$ cat config.mk
export PLATFORM = sky130hd
export DESIGN_NAME = udp_payload_framer
export DESIGN_NICKNAME = d
export VERILOG_FILES = /design/src/rtl/udp_payload_framer.sv
export SDC_FILE = /design/constraint.sdc
export NUM_CORES = 1
export LEC_CHECK = 0
export CAP_MARGIN = 10
export CELL_PAD_IN_SITES_DETAIL_PLACEMENT = 1
export CELL_PAD_IN_SITES_GLOBAL_PLACEMENT = 2
export CORE_MARGIN = 8
export CORE_UTILIZATION = 33
export DETAILED_ROUTE_END_ITERATION = 7
export GPL_TIMING_DRIVEN = 0
export HOLD_SLACK_MARGIN = 0.1
export PLACE_DENSITY_LB_ADDON = 0.1
export SKIP_LAST_GASP = 1
export SYNTH_ARGS = -nofsm -noshare
export SYNTH_HDL_FRONTEND = slang
export SYNTH_SLANG_ARGS = --single-unit
$ cat constraint.sdc
create_clock -name clk -period 2.7 [get_ports clk]
set_clock_uncertainty 0.05 [all_clocks]
set_input_delay 0.405 -clock clk [delete_from_list [all_inputs] [get_ports clk]]
set_output_delay 0.405 -clock clk [all_outputs]
set_load 0.02 [all_outputs]
$ cat src/rtl/udp_payload_framer.sv
`default_nettype none
// ============================================================================
// Module      : udp_payload_framer
// Description : Re-frames a byte stream into UDP payload frames, closing each
//               on upstream tlast, MAX_LEN bytes, or an idle timeout.
// Revision    : 1.0 - initial release
// ============================================================================
module udp_payload_framer #(
    parameter int MAX_LEN = 1472,
    parameter int TIMEOUT = 1250
) (
    input  logic       clk,
    input  logic       rst,
    input  logic [7:0] s_axis_tdata,
    input  logic       s_axis_tvalid,
    output logic       s_axis_tready,
    input  logic       s_axis_tlast,
    output logic [7:0] m_axis_tdata,
    output logic       m_axis_tvalid,
    input  logic       m_axis_tready,
    output logic       m_axis_tlast,
    output logic       status_frame_done,
    output logic       status_timeout_flush
);

    localparam int CNT_W  = $clog2(MAX_LEN);
    localparam int IDLE_W = (TIMEOUT > 0) ? $clog2(TIMEOUT + 1) : 1;
    localparam logic [CNT_W-1:0]  c_last_idx = CNT_W'(MAX_LEN - 1);
    localparam logic [IDLE_W-1:0] c_timeout  = IDLE_W'(TIMEOUT);

    logic [7:0]        r_h_data;
    logic              r_h_last;
    logic              r_h_valid;
    logic [7:0]        r_m_data;
    logic              r_m_last;
    logic              r_m_valid;
    logic [CNT_W-1:0]  r_byte_cnt;
    logic [IDLE_W-1:0] r_idle_cnt;
    logic              r_frame_done;
    logic              r_timeout_flush;

    logic              w_m_free;
    logic              w_s_ready;
    logic              w_accept;
    logic              w_flush;
    logic              w_move;
    logic              w_flush_move;
    logic [CNT_W-1:0]  w_base_cnt;
    logic              w_in_last;

    // A flushing move closes the current frame, so a byte accepted alongside
    // it is counted as the first byte of the next frame.
    always_comb begin
        w_m_free     = !r_m_valid || m_axis_tready;
        w_s_ready    = !r_h_valid || w_m_free;
        w_accept     = s_axis_tvalid && w_s_ready;
        w_flush      = (TIMEOUT != 0) && r_h_valid && !r_h_last
                       && (r_idle_cnt == c_timeout);
        w_move       = r_h_valid && w_m_free && (w_accept || r_h_last || w_flush);
        w_flush_move = w_move && w_flush;
        w_base_cnt   = w_flush_move ? '0 : r_byte_cnt;
        w_in_last    = s_axis_tlast || (w_base_cnt == c_last_idx);
    end

    always_ff @(posedge clk) begin
        if (rst) begin
            r_h_data        <= '0;
            r_h_last        <= 1'b0;
            r_h_valid       <= 1'b0;
            r_m_data        <= '0;
            r_m_last        <= 1'b0;
            r_m_valid       <= 1'b0;
            r_byte_cnt      <= '0;
            r_idle_cnt      <= '0;
            r_frame_done    <= 1'b0;
            r_timeout_flush <= 1'b0;
        end else begin
            if (w_accept) begin
                r_h_data  <= s_axis_tdata;
                r_h_last  <= w_in_last;
                r_h_valid <= 1'b1;
            end else if (w_move) begin
                r_h_valid <= 1'b0;
            end

            if (w_move) begin
                r_m_data  <= r_h_data;
                r_m_last  <= r_h_last || w_flush;
                r_m_valid <= 1'b1;
            end else if (m_axis_tready) begin
                r_m_last  <= 1'b0;
                r_m_valid <= 1'b0;
            end

            if (w_accept) begin
                r_byte_cnt <= w_in_last ? '0 : w_base_cnt + CNT_W'(1);
            end else if (w_flush_move) begin
                r_byte_cnt <= '0;
            end

            // Idle time only accrues while a partial frame sits in the hold
            // register and upstream has nothing to offer.
            if (!r_h_valid || r_h_last || w_accept || w_flush_move) begin
                r_idle_cnt <= '0;
            end else if (!s_axis_tvalid && (r_idle_cnt != c_timeout)) begin
                r_idle_cnt <= r_idle_cnt + IDLE_W'(1);
            end

            r_frame_done    <= r_m_valid && m_axis_tready && r_m_last;
            r_timeout_flush <= w_flush_move;
        end
    end

    assign s_axis_tready        = w_s_ready;
    assign m_axis_tdata         = r_m_data;
    assign m_axis_tvalid        = r_m_valid;
    assign m_axis_tlast         = r_m_last;
    assign status_frame_done    = r_frame_done;
    assign status_timeout_flush = r_timeout_flush;

endmodule
`default_nettype wire

==> qor.csv <==
stage,metric,value,unit
status,status,"finished, final reports clean",
logic_synthesis,fraction of registers with async set/reset,0,%
cts,Worst-path clk slew,0.09,ns
worst_hold_path,HP Class,reg -> reg,
cts,CTS H-tree lvls,2,
placed_design,IO Port Bufs,25,
sta,final hold vios,0,
worst_setup_path,R2R Path Start,r_idle_cnt[0]$_SDFFE_PP0P_,
logic_synthesis,Synth top area share,43.1,%
sta,endpoints failing setup,0,
placed_design,cell count after placement,331,
drt,Post-route DRC,0,
sta,Max Freq,401,MHz
placed_design,Placer Congestion,0.736,
power,Leak,0.880,nW
global_routing,pin count of the biggest net entering global routing,15,
global_routing,number of global-route vias before repair,1777,
worst_setup_path,CP Capture Type,output pin,
final_layout,"non-filler cells, final",341,
drt,routed vias,1736,
die,IO Count,26,
worst_setup_path,cell mode on critical path,clkdlybuf4s50_1,
power,Switching Share,21.1,%
cts,CTS Root Cell,clkbuf_8,
logic_synthesis,top post-synthesis cells by area,"dfxtp_1, nand2_1, xnor2_1",
cts,total clock sinks,44,
die,chip height,94.7,um
drt,Pre-antenna DRT Iters,4,
final_layout,P&R area growth vs syn,26.6,%
logic_synthesis,Post-synth EDFFs,0,
cts,cts bufs inserted,5,
logic_synthesis,Main synth FF type,dfxtp_1,
logic_synthesis,Syn Nets,247,
power,Sequential Power Share,45.1,%
sta,Slew @ Worst Pin,0.523,ns
worst_setup_path,critical path type,in -> out,
sta,Slew Limit Headroom,65.1,%
die,site row count,28,
final_layout,n_diodes,0,
global_routing,first-pass GRT wire length,8600,um
logic_synthesis,top-count cell post-synth,dfxtp_1,
drt,drt total wl,5100,um
logic_synthesis,Syn Inst Count,231,
cts,worst-skew pair later-pin latency,0.30,ns
die,full die area,0.00897,mm2
die,Core ar.,0.00596,mm2
worst_setup_path,WP data arrival,2.04,ns
worst_setup_path,crit path cell chain,clkdlybuf4s50_1 -> and3b_1 -> buf_6 -> inv_1 -> clkdlybuf4s50_1,
sta,unrepaired setup endpoints after global routing,false,
worst_setup_path,Startpoint Class,input port,
cts,CTS tree,done,
worst_setup_path,CP Launch Point,m_axis_tready,
worst_setup_path,worst reg2reg endpoint,r_byte_cnt[0]$_SDFF_PP0_,
logic_synthesis,"FF+latch count, synth",44,
power,PD cells,577,mW/mm2
worst_setup_path,"Max FO, Critical Path",10,
die,Die Wd,94.7,um
logic_synthesis,total of warnings raised by yosys,0,
drt,WL/cell,14.9,um
sta,fin worst setup slack,0.208,ns
worst_setup_path,FF-to-FF path depth,11,
final_layout,# fillers,696,
logic_synthesis,mean area per synthesized cell,8.85,um2
power,sw power,0.315,mW
power,Internal,1.18,mW
worst_setup_path,"Max stage delay cell, worst path",clkdlybuf4s50_1,
logic_synthesis,Synth cell types,46,
sta,crit share post-route,92.3,%
cts,CTS max path bufs,2,
final_layout,area of the multi-input gates,0.00111,mm2
drt,routed vias/inst,5.09,
logic_synthesis,post-synthesis sequential area ratio,43.1,%
worst_setup_path,CP Capture Point,s_axis_tready,
power,VDD IR max,0.241,mV
placed_design,dpl ws,-0.252,ns
logic_synthesis,Synth area leader,dfxtp_1,
final_layout,Storage cell area,883,um2
drt,Initial DRC Count,47,
job,Maximum Capacitance Violations,0,
global_routing,GRT Residual Overflow,0,
drt,post-route ant nets,0,
final_layout,nets,281,
worst_setup_path,"Largest stage delay, worst path",0.63,ns
worst_setup_path,FF-to-FF setup slack,0.22,ns
die,Starting Density,34.3,%
global_routing,initial antenna violation count,0,
global_routing,gr usage total,12.1,%
sta,Tmin final,2.49,ns
logic_synthesis,mapped cell area,0.00204,mm2
placed_design,dpl hpwl,3710,um
sta,Slew Limit Fails,0,
power,clock power share,47.2,%
worst_setup_path,CP required,2.25,ns
final_layout,layout cells sized above 1,10.5,%
power,Comb pwr share,7.6,%
logic_synthesis,most instantiated cells after synthesis,"dfxtp_1, nand2_1, nor2_1",
==> worst max-delay path: cells and delay by family <==
kind	cells	cell delay (ns)
buffers and inverters	4	1.42
AND/OR/NAND/NOR	1	0.21
==> area by class of cell <==
| cell class | count | share of cell area, % |
|---|---|---|
| Clock inverter | 3 | 3.48 |
| Inverter | 4 | 0.580 |
| Clock buffer | 5 | 2.66 |
| Sequential cell | 44 | 34.1 |
| Timing Repair Buffer | 27 | 10.3 |
| Multi-Input combinational cell | 173 | 43.1 |
| Tap cell | 75 | 3.63 |
| Buffer | 10 | 2.18 |
==> cell families (layout without fill, tap and decap cells) <==
group / count (synthesis) / after routing / synth area share [%]
XOR/XNOR: 16 / 16 / 6.86
multiplexers: 9 / 9 / 4.41
adder cells (fa/ha/maj): 3 / 3 / 1.84
buffers and inverters: 14 / 49 / 3.49
AO/OA/AOI/OAI: 29 / 29 / 9.68
flip-flops: 44 / 44 / 43.1
AND/OR/NAND/NOR: 116 / 116 / 30.6
==> power by group through the flow <==
stage	clock, mW	combinational, mW	sequential (mW)
after floorplan	0	0.0595	0.692
after global placement	0	0.113	0.689
after detailed placement	0	0.114	0.689
after CTS	0.735	0.115	0.674
after global routing	0.757	0.126	0.676
final	0.705	0.114	0.674
==> how the worst min path moves through the flow <==
stage                                       startpoint                            to  slack (ns)  cells past startpoint
final                     m_axis_tdata[1]$_SDFFE_PP0P_  m_axis_tdata[1]$_SDFFE_PP0P_        0.41                      2
after global routing      m_axis_tdata[6]$_SDFFE_PP0P_  m_axis_tdata[6]$_SDFFE_PP0P_        0.43                      2
after CTS                 m_axis_tdata[6]$_SDFFE_PP0P_  m_axis_tdata[6]$_SDFFE_PP0P_        0.41                      2
after detailed placement  m_axis_tdata[6]$_SDFFE_PP0P_  m_axis_tdata[6]$_SDFFE_PP0P_        0.40                      2
after global placement        r_h_data[7]$_SDFFE_PP0P_      r_h_data[7]$_SDFFE_PP0P_        0.39                      2
after floorplan               r_h_data[0]$_SDFFE_PP0P_      r_h_data[0]$_SDFFE_PP0P_        0.39                      2
==> cells in the final DEF, fill, tap and decap left out, types with 2 or more instances in the layout <==
master           count
buf_6                2
or3_1                2
nand3_1              9
buf_2                3
dfxtp_1             42
and3b_1              2
nor3_1               5
nand2_1             40
nand4_1              4
nor2b_1              4
o21ai_0              6
mux2i_1              9
xor2_1               4
nor2_1              22
and4_1               2
clkbuf_8             5
or4b_1               2
a211oi_1             2
bufinv_16            3
inv_1                3
a21oi_1             10
clkbuf_1             5
nor4_1               3
xnor2_1             12
nand4b_1             2
nand3b_1             2
and3_1               2
nor4b_1              3
clkdlybuf4s50_1     25
nor3b_1              2
ha_1                 2
dfxtp_2              2
buf_4                2
==> state kept, by name, indices dropped and copies added (netlist names) <==
signal / cells
m_axis_tdata: 8
m_axis_tlast: 1
m_axis_tvalid: 1
r_byte_cnt: 11
r_h_data: 8
r_h_last: 1
r_h_valid: 1
r_idle_cnt: 11
status_frame_done: 1
status_timeout_flush: 1
==> repair_timing <==
action	CTS	global route
gates resized for setup	3	7
hold buffers	0	0
endpoints found under the hold margin	0	0
setup endpoints to repair	1	9
buffers inserted	0	2
==> per-stage QoR <==
step	instance area (um2)	hold WS (ns)	util, %	power [mW]	setup TNS (ns)
final	2590	0.408	43.4	1.49	0
after global routing	2590	0.427	43.4	1.56	0
after CTS	2560	0.415	42.9	1.52	0
after detailed placement	2390	0.400	40.1	0.803	-0.967
after global placement	2390	0.393	40.1	0.802	-0.991
after floorplan	2040	0.387	-	0.751	0
==> per-layer routing <==
metal  vias up  global-route usage (%)  wire length, um
li1        878                       -                -
met1       832                    16.0             2630
met2        21                    18.1             2180
met3         5                    3.49              213
met4         0                    4.81               73
met5         -                       0                0
Power figures use the tool's default switching activity.
